==> config.mk <==
export PLATFORM = sky130hd
export DESIGN_NAME = snake_head_flat
export DESIGN_NICKNAME = d
export VERILOG_FILES = /design/src/rtl/snake_head_pkg.sv /design/src/rtl/snake_head_if.sv /design/src/rtl/snake_head_tick_gen.sv /design/src/rtl/snake_head.sv /design/src/flat_wrapper.sv
export SDC_FILE = /design/constraint.sdc
export NUM_CORES = 1
export LEC_CHECK = 0
export BUFFER_PORTS_ARGS = -buffer_cell sky130_fd_sc_hd__buf_4
export CAP_MARGIN = 5
export CORE_MARGIN = 10
export CORE_UTILIZATION = 40
export CTS_CLUSTER_DIAMETER = 60
export DETAILED_ROUTE_END_ITERATION = 6
export GPL_TIMING_DRIVEN = 0
export HOLD_SLACK_MARGIN = 0.1
export REMOVE_ABC_BUFFERS = 1
export SLEW_MARGIN = 20
export SYNTH_ARGS = -nofsm -noshare
export SYNTH_HDL_FRONTEND = slang
export SYNTH_SLANG_ARGS = --single-unit
==> constraint.sdc <==
create_clock -name clk -period 3.5 [get_ports clk]
set_clock_uncertainty 0.05 [all_clocks]
set_input_delay 0.35 -clock clk [delete_from_list [all_inputs] [get_ports clk]]
set_output_delay 0.35 -clock clk [all_outputs]
set_load 0.01 [all_outputs]
==> src/rtl/snake_head_pkg.sv <==
// Shared types for the snake head movement stage: direction and FSM state
// encodings plus the reversal helper.
package snake_pkg;

   // Direction encoding matches the upstream direction latch output.
   typedef enum logic [1:0] {
      UP    = 2'b00,
      RIGHT = 2'b01,
      DOWN  = 2'b10,
      LEFT  = 2'b11
   } dir_t;

   typedef enum logic [1:0] {
      IDLE = 2'b00,
      RUN  = 2'b01,
      DEAD = 2'b10
   } head_state_t;

   // Opposite direction: flipping the MSB swaps UP<->DOWN and RIGHT<->LEFT.
   function automatic dir_t opposite(input dir_t d);
      logic [1:0] v;
      v = d ^ 2'b10;
      return dir_t'(v);
   endfunction

endpackage

==> src/rtl/snake_head_if.sv <==
// Handshake bundle between the game controller, the direction stage and the
// snake head: control inputs (start, dir) and the published head status.
interface snake_head_if
   import snake_pkg::*;
#(
   parameter int GRID_W = 16,
   parameter int GRID_H = 16
);
   localparam int XW = $clog2(GRID_W);
   localparam int YW = $clog2(GRID_H);

   logic          start;
   dir_t          dir;
   logic [XW-1:0] head_x;
   logic [YW-1:0] head_y;
   logic          step;
   dir_t          cur_dir;
   logic          alive;
   logic          game_over;

   // Controller side: drives start/dir, observes head status.
   modport master (
      output start, dir,
      input  head_x, head_y, step, cur_dir, alive, game_over
   );

   // Snake head side.
   modport slave (
      input  start, dir,
      output head_x, head_y, step, cur_dir, alive, game_over
   );
endinterface

==> src/rtl/snake_head_tick_gen.sv <==
// Game tick generator: counts clk cycles while enabled and pulses tick for
// one cycle every TICK_DIV cycles. The counter is held at zero when disabled
// so the first tick after enabling lands exactly TICK_DIV cycles later.
module tick_gen #(
   parameter int TICK_DIV = 8
) (
   input  logic clk,
   input  logic reset,
   input  logic en,
   output logic tick
);
   localparam int CW = (TICK_DIV > 1) ? $clog2(TICK_DIV) : 1;
   localparam logic [CW-1:0] CNT_LAST = CW'(TICK_DIV - 1);

   logic [CW-1:0] cnt_q, cnt_d;

   // Next count and tick pulse on the wrap cycle.
   always_comb begin
      // NOTE: every output of a combinational block gets a default first so no path leaves it unassigned (that would infer a latch).
      cnt_d = cnt_q;
      tick  = 1'b0;
      if (!en) begin
         cnt_d = '0;
      end else if (cnt_q == CNT_LAST) begin
         cnt_d = '0;
         tick  = 1'b1;
      end else begin
         cnt_d = cnt_q + CW'(1);
      end
   end

   // Counter register, cleared asynchronously.
   always_ff @(posedge clk or negedge reset) begin
      // NOTE: state is updated with non-blocking assignments so all flops sample pre-edge values.
      if (!reset) begin
         cnt_q <= '0;
      end else begin
         cnt_q <= cnt_d;
      end
   end

endmodule

==> src/rtl/snake_head.sv <==
// Snake head movement stage. Advances the head one cell per game tick in the
// latched direction, rejects 180-degree reversals and handles grid edges.
// Build option SNAKE_HEAD_WRAP_EN: when defined the head wraps to the opposite
// edge instead of dying; when undefined leaving the grid moves the FSM to DEAD.
module snake_head
   import snake_pkg::*;
#(
   parameter int GRID_W   = 16,
   parameter int GRID_H   = 16,
   parameter int TICK_DIV = 8,
   parameter int START_X  = 8,
   parameter int START_Y  = 8
) (
   input  logic         clk,
   input  logic         reset,
   snake_head_if.slave  bus
);
   localparam int XW = $clog2(GRID_W);
   localparam int YW = $clog2(GRID_H);

   localparam logic [XW-1:0]        X_START = XW'(START_X);
   localparam logic [YW-1:0]        Y_START = YW'(START_Y);
   localparam logic signed [XW:0]   X_MAX   = (XW+1)'(GRID_W - 1);
   localparam logic signed [YW:0]   Y_MAX   = (YW+1)'(GRID_H - 1);

   head_state_t   state_q, state_d;
   logic [XW-1:0] head_x_q, head_x_d;
   logic [YW-1:0] head_y_q, head_y_d;
   dir_t          cur_dir_q, cur_dir_d;
   logic          step_q, step_d;
   logic          alive_q, alive_d;
   logic          game_over_q, game_over_d;

   logic          run_en;
   logic          tick;

   dir_t              nd;
   logic signed [XW:0] dx, nx;
   logic signed [YW:0] dy, ny;
   logic              off_grid;
   logic [XW-1:0]     tgt_x;
   logic [YW-1:0]     tgt_y;
   logic              move_ok;

   assign run_en = (state_q == RUN);

   tick_gen #(
      .TICK_DIV (TICK_DIV)
   ) u_tick_gen (
      .clk   (clk),
      .reset (reset),
      .en    (run_en),
      .tick  (tick)
   );

   // Candidate next cell for the direction that would be applied on this tick.
   always_comb begin
      nd = (bus.dir == opposite(cur_dir_q)) ? cur_dir_q : bus.dir;
      dx = '0;
      dy = '0;
      case (nd)
         UP:    dy = '1;
         DOWN:  dy = (YW+1)'(1);
         LEFT:  dx = '1;
         RIGHT: dx = (XW+1)'(1);
         default: ;
      endcase
      nx = $signed({1'b0, head_x_q}) + dx;
      ny = $signed({1'b0, head_y_q}) + dy;
      // With a power-of-two grid, stepping past the last cell overflows the
      // sign bit and reads as negative, so the single check still flags it.
      off_grid = (nx < 0) || (nx > X_MAX) || (ny < 0) || (ny > Y_MAX);
`ifdef SNAKE_HEAD_WRAP_EN
      tgt_x = nx[XW-1:0];
      tgt_y = ny[YW-1:0];
      if (off_grid) begin
         if (nd == RIGHT) tgt_x = '0;
         if (nd == LEFT)  tgt_x = XW'(GRID_W - 1);
         if (nd == DOWN)  tgt_y = '0;
         if (nd == UP)    tgt_y = YW'(GRID_H - 1);
      end
      move_ok = 1'b1;
`else
      tgt_x   = nx[XW-1:0];
      tgt_y   = ny[YW-1:0];
      move_ok = !off_grid;
`endif
   end

   // FSM next-state and registered-output computation.
   always_comb begin
      state_d   = state_q;
      head_x_d  = head_x_q;
      head_y_d  = head_y_q;
      cur_dir_d = cur_dir_q;
      step_d    = 1'b0;
      case (state_q)
         IDLE, DEAD: begin
            if (bus.start) begin
               state_d   = RUN;
               head_x_d  = X_START;
               head_y_d  = Y_START;
               cur_dir_d = RIGHT;
            end
         end
         RUN: begin
            if (tick) begin
               cur_dir_d = nd;
               if (move_ok) begin
                  head_x_d = tgt_x;
                  head_y_d = tgt_y;
                  step_d   = 1'b1;
               end else begin
                  state_d = DEAD;
               end
            end
         end
         default: state_d = IDLE;
      endcase
      alive_d     = (state_d == RUN);
      game_over_d = (state_d == DEAD);
   end

   // State and output registers, all cleared asynchronously.
   always_ff @(posedge clk or negedge reset) begin
      if (!reset) begin
         state_q     <= IDLE;
         head_x_q    <= X_START;
         head_y_q    <= Y_START;
         cur_dir_q   <= RIGHT;
         step_q      <= 1'b0;
         alive_q     <= 1'b0;
         game_over_q <= 1'b0;
      end else begin
         state_q     <= state_d;
         head_x_q    <= head_x_d;
         head_y_q    <= head_y_d;
         cur_dir_q   <= cur_dir_d;
         step_q      <= step_d;
         alive_q     <= alive_d;
         game_over_q <= game_over_d;
      end
   end

   assign bus.head_x    = head_x_q;
   assign bus.head_y    = head_y_q;
   assign bus.cur_dir   = cur_dir_q;
   assign bus.step      = step_q;
   assign bus.alive     = alive_q;
   assign bus.game_over = game_over_q;

endmodule

==> src/flat_wrapper.sv <==
// flat-port wrapper written by rule: the top's interface ports become plain ports
module snake_head_flat import snake_pkg::*;
#(
   parameter int GRID_W   = 16,
   parameter int GRID_H   = 16,
   parameter int TICK_DIV = 8,
   parameter int START_X  = 8,
   parameter int START_Y  = 8
)
  (clk, reset, bus_start, bus_dir, bus_head_x, bus_head_y, bus_step, bus_cur_dir, bus_alive, bus_game_over);
  snake_head_if #(.GRID_W(GRID_W), .GRID_H(GRID_H)) bus_i ();
  input  logic clk;
  input  logic reset;
  input wire logic [$bits(bus_i.start)-1:0] bus_start;
  input wire logic [$bits(bus_i.dir)-1:0] bus_dir;
  output wire logic [$bits(bus_i.head_x)-1:0] bus_head_x;
  output wire logic [$bits(bus_i.head_y)-1:0] bus_head_y;
  output wire logic [$bits(bus_i.step)-1:0] bus_step;
  output wire logic [$bits(bus_i.cur_dir)-1:0] bus_cur_dir;
  output wire logic [$bits(bus_i.alive)-1:0] bus_alive;
  output wire logic [$bits(bus_i.game_over)-1:0] bus_game_over;
  assign bus_i.start = bus_start;
  assign bus_i.dir = bus_dir;
  assign bus_head_x = bus_i.head_x;
  assign bus_head_y = bus_i.head_y;
  assign bus_step = bus_i.step;
  assign bus_cur_dir = bus_i.cur_dir;
  assign bus_alive = bus_i.alive;
  assign bus_game_over = bus_i.game_over;
  snake_head #(.GRID_W(GRID_W), .GRID_H(GRID_H), .TICK_DIV(TICK_DIV), .START_X(START_X), .START_Y(START_Y)) u_core (.clk(clk), .reset(reset), .bus(bus_i));
endmodule
==> metrics <==
outcome=finished, final reports clean; CTS tree=built; clock transition at the registers of the reported paths=0.10 ns; Register-to-Register Setup Slack=0.36 ns; number of max-slew violations in the final report=0; placed wire-length estimate after detailed placement=1690 um; Root Buffer Master=clkbuf_4; Worst Max-Slew Pin Slew=0.566 ns; Pleak=0.628 nW; final core occ=51.7%; later-pin clock latency in the skew report=0.29 ns; setup violators final=0; cell with the biggest individual delay on the critical path=dfstp_2; total power divided by cell area=766 mW/mm^2; ranking of synthesized cells by area=dfrtp_1 36%, ha_1 9.7%, dfstp_2 7.6%, a32o_1 4.8%, a21oi_1 2.9%; final critical-path required period=3.14 ns; layout cell share with drive strength beyond 1=26.4%; top routing layer in use=met4; wire length of the first global-routing pass=3870 um; worst IR drop on VDD=0.000445 V; cell breakdown of the critical path=mux2_4 > nor2_1 > ha_1 > a21oi_1 > o211ai_1 > a221oi_4 > buf_4 > or4b_1 > o211ai_1; Min-Delay Path Class=in -> reg; initial antenna violation count=0; leading area contributor after synthesis=dfrtp_1; Synth Area in Simple Gates=14.6%; adder and majority cell fraction of the synthesized area=11.6%; total power of the final layout=982 uW; post-detailed-placement cell area=0.00119 mm^2; synthesized-area fraction occupied by xor and xnor cells=3.38%; count of standard-cell rows=18; data required time of the worst path=3.66 ns; Antenna Nets Post-Route=0; pin count of the biggest net entering global routing=19; maximum level of the CTS H-tree=1; drt first pass iters=4; max_slew headroom=61.9%; Inserted Clock Buffers=3; mean routed wirelength per cell=15.1 um; crit-path max FO=5; gr ovfl total=0; CP peak stage delay=0.61 ns; number of distinct library cell variants in the gate-level netlist after synthesis=40; GRT Resource Usage Total=8.98%; post-layout instance area=0.00128 mm^2; synthesized-area fraction occupied by ao, oa, aoi and oai cells=19.8%; max cap viols=0; met3 routed WL=106 um; # clock sinks=18; via count of the first global-routing pass=804; Critical Path Start Type=flip-flop; total of warnings raised by yosys=0; WL met2=1020 um; DIE WIDTH=70.9 um; area of the core=0.00248 mm^2; maximum number of buffers from clock root to sink=2; starting DRC count in detailed routing=53; RSZ-0062 raised after global routing=no; Post-Route WL=2280 um; Antenna Cells=0; fraction of the yosys area taken by sequential cells=43.8%; Port-buffer cells=17; Cells after Synth=98; mux share of post-synthesis cell area=3.50%; Layout fillers=239; Final GP Congestion=0.725; met1 wire length=1140 um; Inst Count DP=141; Final period util=89.8%; DR DRC count=0; boundary pin count=18; cell occurring most often along the worst timing path=o211ai_1; filler-free cell count of the finished design=151; share of the synthesized area in the top cell type=36.2%; average via count per standard cell=5.44; Area Growth Syn to Fin=23.5%; number of flip-flops and latches in the synthesized netlist=18; hold violation total from the final report=0; signal arrival time at the worst endpoint=3.30 ns; post-synthesis instance area=0.00104 mm^2; WS Path Type=reg -> reg; Initial Utilization=41.9%; final net count=136; Via Count=822; type of element capturing the critical path=flip-flop; Die H=70.9 um; per-instance average area after synthesis=10.6 um^2; die footprint=0.00503 mm^2; main combinational cell family by area after synthesis=compound AO/OA/AOI/OAI gates; fmax=318 MHz
-- cell type report --
cell class                 count  area, um^2  share of cell area (%)
inverter                       5        18.8                    1.46
clock buffer                   4        36.3                    2.83
sequential                    18         454                    35.4
multi-input combinational     71         559                    43.7
tap                           30        37.5                    2.93
timing repair buffer          23         175                    13.7
-- stage by stage --
step | TNS, ns | worst slack (ns) | hold slack, ns
floorplan | 0 | 0.440 | 0.00441
global placement | -0.0772 | -0.0226 | 0.181
detailed placement | -0.411 | -0.109 | 0.183
CTS | 0 | 0.136 | 0.262
global route | 0 | 0.125 | 0.272
finish | 0 | 0.358 | 0.268
-- cells by family (layout without fill, tap and decap cells) --
| logic type | Yosys count | after routing |
|---|---|---|
| AOI/OAI and AO/OA | 28 | 28 |
| and+or+nand+nor | 27 | 27 |
| DFF | 18 | 18 |
| adders and majority gates | 9 | 9 |
| buffers and inverters | 9 | 32 |
| xor gates and xnor gates | 4 | 4 |
| muxes | 3 | 3 |
-- registers in the layout, summed over array words and instances (netlist names) --
register / count
u_core.bus.cur_dir: 2
u_core.bus.head_y: 4
u_core.u_tick_gen.cnt_q: 3
u_core.bus.head_x: 4
u_core.bus.game_over: 1
u_core.state_q: 2
u_core.bus.alive: 1
u_core.bus.step: 1
-- worst max-delay path, delay by kind of cell, from the launching register on --
family                     cells  cell delay, ns
buffers and inverters          1            0.19
DFF                            1            0.61
AOI/OAI and AO/OA              4            0.85
muxes                          1            0.32
and+or+nand+nor                2            0.70
adders and majority gates      1            0.34
-- placed cells by master (no fill, tap or decap), types with 2 or more instances in the layout --
cell / netlist / layout
a21oi_1: 6 / 6
a31oi_1: 2 / 2
a32o_1: 5 / 5
and2_1: 2 / 2
buf_4: 0 / 22
clkbuf_4: 0 / 3
dfrtp_1: 15 / 15
dfstp_2: 3 / 3
ha_1: 8 / 8
inv_1: 5 / 5
nand2_1: 3 / 3
nand3_1: 2 / 2
nor2_1: 6 / 6
nor2b_1: 2 / 2
nor3_1: 4 / 4
o211ai_1: 2 / 2
o21ai_0: 3 / 3
o22ai_1: 2 / 2
xnor2_1: 2 / 2
xor2_1: 2 / 2
-- worst paths after layout --
check | start | to | depth (start not counted)
setup / recovery | u_core.bus.cur_dir[0] | u_core.bus.head_x[2] | 9
hold / removal | bus_dir[1] | u_core.bus.cur_dir[1] | 2
setup reg to reg | u_core.bus.cur_dir[0] | u_core.bus.head_x[2] | 9
hold reg to reg | u_core.u_tick_gen.cnt_q[0] | u_core.u_tick_gen.cnt_q[0] | 1
max in group asynchronous | reset | u_core.bus.head_x[3] | 2
min in group asynchronous | reset | u_core.bus.step | 2
-- per-layer routing --
layer	GRT usage [%]	vias to the layer above
met5	0	-
met4	3.23	0
met3	2.09	2
met2	13.6	14
met1	12.0	390
li1	-	416
-- cells in the mapped netlist (all sizes together) --
cell     instances
a21o             1
o2bb2ai          1
buf              1
a2bb2oi          1
ha               8
clkbuf           3
nor3             4
mux2i            1
fa               1
xnor2            2
nor2b            2
nand2b           1
and4b            1
o21a             1
o22a             1
and3             1
a32o             5
a211o            1
o21ai            4
mux2             2
nand4            1
a31oi            2
dfstp            3
a21oi            6
xor2             2
o22ai            2
and2             2
nand2            3
a221oi           1
nand3b           1
inv              5
o211ai           2
nand3            2
and4             1
nor2             6
nor3b            1
dfrtp           15
or4b             1
-- repair_timing --
item                                    in CTS  in global routing
endpoints found under the setup margin       4                  5
pin swaps                                    0                  1
hold buffers                                 1                  0
gates resized for setup                      1                  0
buffers inserted                             0                  5
endpoints found under the hold margin       16                  0
-- power by group --
part	internal, mW	total (mW)	switching, mW
Clock	0.0633	0.127	0.0638
Sequential	0.291	0.369	0.0781
Combinational	0.249	0.485	0.237
No activity file was read; power rests on OpenSTA's default activity.
